--- config.mk ---
export PLATFORM = sky130hd
export DESIGN_NAME = mem_tg2_run_monitor_flat
export DESIGN_NICKNAME = d
export VERILOG_FILES = /design/src/rtl/mem_tg2_run_monitor_pkg.sv /design/src/rtl/mem_tg2_run_monitor_if.sv /design/src/rtl/mem_tg2_run_monitor_ch.sv /design/src/rtl/mem_tg2_run_monitor.sv /design/src/flat_wrapper.sv
export SDC_FILE = /design/constraint.sdc
export NUM_CORES = 1
export LEC_CHECK = 0
export CAP_MARGIN = 20
export CELL_PAD_IN_SITES_DETAIL_PLACEMENT = 1
export CELL_PAD_IN_SITES_GLOBAL_PLACEMENT = 2
export CORE_ASPECT_RATIO = 1.1
export CORE_UTILIZATION = 34
export CTS_CLUSTER_DIAMETER = 30
export DETAILED_ROUTE_END_ITERATION = 10
export PLACE_DENSITY_LB_ADDON = 0.1
export REMOVE_ABC_BUFFERS = 1
export SETUP_SLACK_MARGIN = 0.3
export SKIP_CTS_REPAIR_TIMING = 1
export SLEW_MARGIN = 20
export SYNTH_ARGS = -nofsm -noshare
export SYNTH_HDL_FRONTEND = slang
export SYNTH_SLANG_ARGS = --single-unit
--- constraint.sdc ---
create_clock -name clk -period 5.3 [get_ports clk]
set_clock_uncertainty 0.05 [all_clocks]
set_input_delay 1.06 -clock clk [delete_from_list [all_inputs] [get_ports clk]]
set_output_delay 1.06 -clock clk [all_outputs]
set_load 0.03 [all_outputs]
--- src/rtl/mem_tg2_run_monitor_pkg.sv ---
// -----------------------------------------------------------------------------
// tg2_csr_pkg
// Shared types and constants for the TG2 run monitor and the TG CSR block.
//   t_tg_run_state : per-channel run FSM encoding
//   TG_CLK_CNT_W   : width of the per-run clock counter
//   TG_CLK_CNT_MAX : saturation value of the per-run clock counter
// -----------------------------------------------------------------------------
package tg2_csr_pkg;

   typedef enum logic [2:0] {
      IDLE    = 3'd0,
      RUN     = 3'd1,
      PASS    = 3'd2,
      FAIL    = 3'd3,
      TIMEOUT = 3'd4
   } t_tg_run_state;

   localparam int TG_CLK_CNT_W = 64;
   localparam logic [TG_CLK_CNT_W-1:0] TG_CLK_CNT_MAX = {TG_CLK_CNT_W{1'b1}};

   function automatic logic [TG_CLK_CNT_W-1:0] cnt_sat_inc(input logic [TG_CLK_CNT_W-1:0] cnt);
      return (cnt == TG_CLK_CNT_MAX) ? cnt : cnt + {{(TG_CLK_CNT_W-1){1'b0}}, 1'b1};
   endfunction

endpackage

--- src/rtl/mem_tg2_run_monitor_if.sv ---
// -----------------------------------------------------------------------------
// mem_tg2_run_monitor_if
// Bundle between the CSR block / TG2 cores and the run monitor.
//   mem_tg_active    : per-channel run flag (rising edge starts a run)
//   tg_test_complete : core completion level
//   tg_test_failed   : core failure level
//   timeout_cycles   : shared watchdog threshold, 0 disables
//   tg_pass/fail/timeout : registered result levels
//   clock_count      : per-channel clocks of the current or last run
// slave  : the monitor side; master : the CSR/core side.
// -----------------------------------------------------------------------------
interface mem_tg2_run_monitor_if
   import tg2_csr_pkg::*;
#(
   parameter int NUM_TG    = 4,
   parameter int TIMEOUT_W = 32
);
   logic [NUM_TG-1:0]       mem_tg_active;
   logic [NUM_TG-1:0]       tg_test_complete;
   logic [NUM_TG-1:0]       tg_test_failed;
   logic [TIMEOUT_W-1:0]    timeout_cycles;
   logic [NUM_TG-1:0]       tg_pass;
   logic [NUM_TG-1:0]       tg_fail;
   logic [NUM_TG-1:0]       tg_timeout;
   logic [TG_CLK_CNT_W-1:0] clock_count [NUM_TG];

   modport slave (
      input  mem_tg_active, tg_test_complete, tg_test_failed, timeout_cycles,
      output tg_pass, tg_fail, tg_timeout, clock_count
   );

   modport master (
      output mem_tg_active, tg_test_complete, tg_test_failed, timeout_cycles,
      input  tg_pass, tg_fail, tg_timeout, clock_count
   );
endinterface

--- src/rtl/mem_tg2_run_monitor_ch.sv ---
// -----------------------------------------------------------------------------
// mem_tg2_run_ch
// One channel of the run monitor: edge registers, run FSM, saturating clock
// counter and watchdog.
// Ports: clk, rst_n (async, active-low); active / test_complete / test_failed
// levels; timeout_cycles threshold; registered pass / fail / timeout levels and
// clock_count.
// Build option: MEM_TG2_WATCHDOG_EN enables the watchdog and TIMEOUT state;
// without it timeout_cycles is ignored and timeout stays 0.
//
// state   | meaning
// IDLE    | no run, never started or aborted; outputs low
// RUN     | run in progress, clock_count incrementing
// PASS    | core reported completion without failure; pass held
// FAIL    | core reported failure; fail held
// TIMEOUT | watchdog threshold reached; timeout held
// -----------------------------------------------------------------------------
module mem_tg2_run_ch
   import tg2_csr_pkg::*;
#(
   parameter int TIMEOUT_W = 32
) (
   input  logic                    clk,
   input  logic                    rst_n,
   input  logic                    active,
   input  logic                    test_complete,
   input  logic                    test_failed,
   input  logic [TIMEOUT_W-1:0]    timeout_cycles,
   output logic                    pass,
   output logic                    fail,
   output logic                    timeout,
   output logic [TG_CLK_CNT_W-1:0] clock_count
);

   t_tg_run_state           state, state_nxt;
   logic [TG_CLK_CNT_W-1:0] cnt_nxt;
   logic [TG_CLK_CNT_W-1:0] cnt_inc;
   logic                    active_q, cmp_q, fail_q;
   logic                    act_re, cmp_re, fail_re;
   logic                    wd_hit;

   // Edges are taken against the previous sample so a level left high from an
   // earlier run cannot end a new one.
   assign act_re  = active & ~active_q;
   assign cmp_re  = test_complete & ~cmp_q;
   assign fail_re = test_failed & ~fail_q;
   assign cnt_inc = cnt_sat_inc(clock_count);

`ifdef MEM_TG2_WATCHDOG_EN
   logic [TIMEOUT_W-1:0] cnt_lo_inc;
   logic                 cnt_fits;

   // Only meaningful while the count still fits in the threshold width.
   assign cnt_lo_inc = clock_count[TIMEOUT_W-1:0] + {{(TIMEOUT_W-1){1'b0}}, 1'b1};
   assign cnt_fits   = (clock_count >> TIMEOUT_W) == '0;
   assign wd_hit     = (timeout_cycles != '0) && cnt_fits && (cnt_lo_inc == timeout_cycles);
`else
   logic unused_timeout_cycles;

   assign unused_timeout_cycles = ^timeout_cycles;
   assign wd_hit                = 1'b0;
`endif

   always_comb begin
      state_nxt = state;
      cnt_nxt   = clock_count;
      if (act_re) begin
         state_nxt = RUN;
         cnt_nxt   = '0;
      end else begin
         case (state)
            RUN: begin
               if (fail_re) begin
                  state_nxt = FAIL;
                  cnt_nxt   = cnt_inc;
               end else if (cmp_re) begin
                  state_nxt = test_failed ? FAIL : PASS;
                  cnt_nxt   = cnt_inc;
               end else if (wd_hit) begin
                  state_nxt = TIMEOUT;
                  cnt_nxt   = cnt_inc;
               end else if (!active) begin
                  // abort: count frozen at its last running value
                  state_nxt = IDLE;
               end else begin
                  cnt_nxt = cnt_inc;
               end
            end
            default: begin
            end
         endcase
      end
   end

   always_ff @(posedge clk or negedge rst_n) begin
      if (!rst_n) begin
         state       <= IDLE;
         clock_count <= '0;
         active_q    <= 1'b0;
         cmp_q       <= 1'b0;
         fail_q      <= 1'b0;
         pass        <= 1'b0;
         fail        <= 1'b0;
         timeout     <= 1'b0;
      end else begin
         state       <= state_nxt;
         clock_count <= cnt_nxt;
         active_q    <= active;
         cmp_q       <= test_complete;
         fail_q      <= test_failed;
         pass        <= (state_nxt == PASS);
         fail        <= (state_nxt == FAIL);
         timeout     <= (state_nxt == TIMEOUT);
      end
   end

endmodule

--- src/rtl/mem_tg2_run_monitor.sv ---
// -----------------------------------------------------------------------------
// mem_tg2_run_monitor
// Per-channel run monitor between the TG2 cores and the TG CSR block.
// Ports: clk, rst_n (async, active-low); bus (mem_tg2_run_monitor_if.slave)
// carrying the active/complete/failed levels, the shared timeout threshold and
// the pass/fail/timeout levels plus per-channel clock counts.
// Build option: MEM_TG2_WATCHDOG_EN enables the per-channel watchdog.
// Channels are fully independent instances of mem_tg2_run_ch.
// -----------------------------------------------------------------------------
module mem_tg2_run_monitor
   import tg2_csr_pkg::*;
#(
   parameter int NUM_TG    = 4,
   parameter int TIMEOUT_W = 32
) (
   input  logic                 clk,
   input  logic                 rst_n,
   mem_tg2_run_monitor_if.slave bus
);

   logic [NUM_TG-1:0]       pass_v, fail_v, timeout_v;
   logic [TG_CLK_CNT_W-1:0] cnt_v [NUM_TG];

   for (genvar gi = 0; gi < NUM_TG; gi++) begin : g_ch
      mem_tg2_run_ch #(
         .TIMEOUT_W (TIMEOUT_W)
      ) u_ch (
         .clk            (clk),
         .rst_n          (rst_n),
         .active         (bus.mem_tg_active[gi]),
         .test_complete  (bus.tg_test_complete[gi]),
         .test_failed    (bus.tg_test_failed[gi]),
         .timeout_cycles (bus.timeout_cycles),
         .pass           (pass_v[gi]),
         .fail           (fail_v[gi]),
         .timeout        (timeout_v[gi]),
         .clock_count    (cnt_v[gi])
      );
   end

   assign bus.tg_pass     = pass_v;
   assign bus.tg_fail     = fail_v;
   assign bus.tg_timeout  = timeout_v;
   assign bus.clock_count = cnt_v;

endmodule

--- src/flat_wrapper.sv ---
// flat-port wrapper written by rule: the top's interface ports become plain ports
module mem_tg2_run_monitor_flat import tg2_csr_pkg::*;
#(
   parameter int NUM_TG    = 4,
   parameter int TIMEOUT_W = 32
)
  (clk, rst_n, bus_mem_tg_active, bus_tg_test_complete, bus_tg_test_failed, bus_timeout_cycles, bus_tg_pass, bus_tg_fail, bus_tg_timeout, bus_clock_count);
  mem_tg2_run_monitor_if #(.NUM_TG(NUM_TG), .TIMEOUT_W(TIMEOUT_W)) bus_i ();
  input  logic clk;
  input  logic rst_n;
  input wire logic [$bits(bus_i.mem_tg_active)-1:0] bus_mem_tg_active;
  input wire logic [$bits(bus_i.tg_test_complete)-1:0] bus_tg_test_complete;
  input wire logic [$bits(bus_i.tg_test_failed)-1:0] bus_tg_test_failed;
  input wire logic [$bits(bus_i.timeout_cycles)-1:0] bus_timeout_cycles;
  output wire logic [$bits(bus_i.tg_pass)-1:0] bus_tg_pass;
  output wire logic [$bits(bus_i.tg_fail)-1:0] bus_tg_fail;
  output wire logic [$bits(bus_i.tg_timeout)-1:0] bus_tg_timeout;
  output wire logic [$bits(bus_i.clock_count)-1:0] bus_clock_count;
  assign bus_i.mem_tg_active = bus_mem_tg_active;
  assign bus_i.tg_test_complete = bus_tg_test_complete;
  assign bus_i.tg_test_failed = bus_tg_test_failed;
  assign bus_i.timeout_cycles = bus_timeout_cycles;
  assign bus_tg_pass = bus_i.tg_pass;
  assign bus_tg_fail = bus_i.tg_fail;
  assign bus_tg_timeout = bus_i.tg_timeout;
  assign bus_clock_count = {>>{bus_i.clock_count}};
  mem_tg2_run_monitor #(.NUM_TG(NUM_TG), .TIMEOUT_W(TIMEOUT_W)) u_core (.clk(clk), .rst_n(rst_n), .bus(bus_i));
endmodule
==> impl_metrics.env <==
export IMPL_ios=314
export IMPL_r2r_start="u_core.g_ch[3].u_ch.clock_count[38]"
export IMPL_core_area_um2=47800
export IMPL_synthesis_area_um2=16400
export IMPL_firstDrtPassIters=5
export IMPL_nFillCells=5415
export IMPL_initial_utilization_pct=34.4
export IMPL_endpoint_kind="flip-flop"
export IMPL_post_drt_via_cell_ratio=5.75
export IMPL_hold_path_class="flip-flop to flip-flop"
export IMPL_synth_seq_cells=292
export IMPL_cp_required_ns=5.72
export IMPL_rows=84
export IMPL_fmax_mhz=294
export IMPL_finalCriticalPeriod_ns=3.40
export IMPL_maxSlewViolCount=0
export IMPL_first_global_vias=17300
export IMPL_leakagePower_uw=0.00886
export IMPL_drc_errors=0
export IMPL_pwr_share_comb_pct=7.0
export IMPL_grt_pass1_wl_mm=97.2
export IMPL_irDropWorstVdd_uv=234
export IMPL_layout_nets=2239
export IMPL_postSynthCellCount=1882
export IMPL_worst_slack_ns=1.90
export IMPL_async_flop_share_pct=100
export IMPL_cp_endpoint="u_core.g_ch[3].u_ch.clock_count[39]"
export IMPL_die_h_um=233
export IMPL_wire_per_inst_um=21.0
export IMPL_p_clk_share_pct=66.0
export IMPL_grt_max_degree=98
export IMPL_worst_slew_pin_slew_ns=1.06
export IMPL_critPathKind="flip-flop to flip-flop"
export IMPL_slew_headroom_pct=28.5
export IMPL_switchingPower_uw=2120
export IMPL_p_per_area_nw_per_um2=380
export IMPL_clock_path_buffers=3
export IMPL_dpl_cell_count=2738
export IMPL_wl_mm=61.3
export IMPL_drive_gt1_share_pct=10.2
export IMPL_dp_hpwl_mm=42.0
export IMPL_grt_usage_pct=24.9
export IMPL_setup_viol_count_final=0
export IMPL_cts_sinks=292
export IMPL_htree_levels=3
export IMPL_crit_start="u_core.g_ch[3].u_ch.clock_count[38]"
export IMPL_post_route_period_util_pct=64.1
export IMPL_fin_util_pct=48.6
export IMPL_detail_route_antenna_nets=0
export IMPL_ys_warn_count=0
export IMPL_synthFlopType="dfrtp_1"
export IMPL_drv_cap=0
export IMPL_place_gp_congestion=0.832
export IMPL_drt_iter0_drc=778
export IMPL_netSwitchingFraction_pct=24.0
export IMPL_tns_ns=0
export IMPL_critical_path_arrival_ns=3.82
export IMPL_cts_buffers=94
export IMPL_path_clk_slew_ns=0.04
export IMPL_seq_power_share_pct=27.0
export IMPL_clock_latency_ns=0.62
export IMPL_ff2ff_setup_slack_ns=1.90
export IMPL_hold_viol=0
export IMPL_antenna_found_initial=2
export IMPL_die_x_um=212
export IMPL_critPathLaunchType="flip-flop"
export IMPL_worstReg2RegEnd="u_core.g_ch[3].u_ch.clock_count[39]"
export IMPL_p_int_uw=6710
export IMPL_portBuffers=281
export IMPL_synth_edf_count=0
export IMPL_seq_area_frac_synth_pct=44.4
export IMPL_syn_avg_cell_area_um2=8.74
export IMPL_pre_cts_slack_ns=1.35
export IMPL_overflow=0
export IMPL_outcome="complete, no violations"
export IMPL_rr_worst_depth=7
export IMPL_cts_tree="yes"
export IMPL_clock_root_buffer="clkbuf_16"
export IMPL_fin_cells=2912
export IMPL_vias=16700
export IMPL_critPathMaxFanout=62
export IMPL_hold_ws_ns=0.423
export IMPL_die_area_um2=49300
export IMPL_synthToLayoutAreaGrowth_pct=41.4
export IMPL_synthDistinctLibCells=66
export IMPL_rsz0062_at_grt="false"
[through the flow]
step / total power (µW) / cell area (µm²)
final: 8830 / 23300
after global routing: 9110 / 23300
after CTS: 8910 / 23200
after detailed placement: 3030 / 19900
after global placement: 3020 / 19900
after floorplan: 2700 / 16000
[synth_stat cells, types with 14 or more instances]
cell      instances  area share, %
xor2_1           14           0.75
o21ai_0          94            2.9
o31ai_1          44            2.0
and3_1           40            1.5
nor3_1           46            1.4
and2_1           20           0.76
or4_1            75            3.4
xnor2_1          29            1.5
a21oi_1         144            4.4
and4_1           31            1.7
or3_1            96            3.7
o211ai_1         21           0.96
nand2_1         199            4.5
nor2_1          128            2.9
dfrtp_1         292             44
nor3b_1          16           0.73
inv_1            34           0.78
or2_2            17           0.65
nor4_1           39            1.5
nand3_1         134            4.1
o311ai_0         14           0.75
buf_4            15           0.68
clkbuf_1         69            1.6
nand4_1         101            3.8
[routing by layer]
metal,global-route usage [%],up-vias,share of wire (%)
li1,-,7796,-
met1,32.2,8423,44
met2,40.5,422,48
met3,4.90,96,4.9
met4,10.3,0,2.8
met5,0,-,0
[registers in the layout (all words and copies together), names as in the netlist]
register and count:
u_core.g_ch.u_ch.state 12, u_core.g_ch.u_ch.fail 4, u_core.g_ch.u_ch.fail_q 4, u_core.g_ch.u_ch.clock_count 256
u_core.g_ch.u_ch.pass 4, u_core.g_ch.u_ch.cmp_q 4, u_core.g_ch.u_ch.active_q 4, u_core.g_ch.u_ch.timeout 4
[power groups by stage]
stage	Combinational, µW	Sequential (µW)	Clock (µW)
floorplan	233	2470	0
global placement	609	2410	0
detailed placement	623	2410	0
CTS	629	2380	5910
global route	674	2390	6050
finish	620	2380	5830
[layout make-up]
type / count / area, µm² / area share (%)
Clock buffer: 129 / 2700 / 11.6
Sequential cell: 292 / 7310 / 31.4
Antenna cell: 2 / 5.00 / 0.0215
Multi-Input combinational cell: 1460 / 8630 / 37.1
Timing Repair Buffer: 307 / 3050 / 13.1
Inverter: 34 / 128 / 0.549
Tap cell: 645 / 807 / 3.47
Clock inverter: 43 / 634 / 2.73
[layout by cell type, fill, tap and decap left out, types with 16 or more instances in the layout]
cell type          n
a21oi_1          144
and2_1            20
and3_1            40
and4_1            31
buf_4             23
clkbuf_1          16
clkbuf_16         96
clkbuf_8          17
clkdlybuf4s50_1  280
clkinv_2          21
dfrtp_1          292
inv_1             34
nand2_1          199
nand3_1          134
nand4_1          101
nor2_1           127
nor3_1            45
nor3b_1           16
nor4_1            38
o211ai_1          21
o21ai_0           94
o31ai_1           43
or2_2             17
or3_1             96
or4_1             75
xnor2_1           29
[critical path, cell delays in order, from the launching register on]
cell,delay (ns)
dfrtp_1,0.45
nand4_1,0.25
nor3_1,0.73
nand4_1,0.60
o21ai_4,0.30
buf_4,0.53
nor4_1,0.11
a211o_1,0.24
[kinds of logic (layout without fill, tap and decap cells)]
| logic type | count (synthesis) | count (layout) | share of synthesized area, % |
|---|---|---|---|
| and+or+nand+nor | 989 | 989 | 33.0 |
| xor gates and xnor gates | 43 | 43 | 2.29 |
| AOI/OAI and AO/OA | 410 | 410 | 15.6 |
| buffers and inverters | 130 | 513 | 3.47 |
| DFF | 292 | 292 | 44.4 |
| adders and majority gates | 4 | 4 | 0.304 |
| other | 0 | 2 | 0 |
| muxes | 14 | 14 | 0.860 |
[how the worst min path moves through the flow]
stage	from	end	slack, ns	cells after the start
6_report	u_core.g_ch[0].u_ch.state[0]	u_core.g_ch[0].u_ch.timeout	0.42	1
3_5_place_dp	u_core.g_ch[0].u_ch.state[0]	u_core.g_ch[0].u_ch.timeout	0.42	1
2_1_floorplan	u_core.g_ch[0].u_ch.state[0]	u_core.g_ch[0].u_ch.timeout	0.38	1
4_1_cts	u_core.g_ch[0].u_ch.state[0]	u_core.g_ch[0].u_ch.timeout	0.43	1
3_3_place_gp	u_core.g_ch[1].u_ch.state[0]	u_core.g_ch[1].u_ch.timeout	0.41	1
5_1_grt	u_core.g_ch[1].u_ch.state[0]	u_core.g_ch[1].u_ch.timeout	0.47	1
Note: power is estimated with default switching activity, not from simulation.
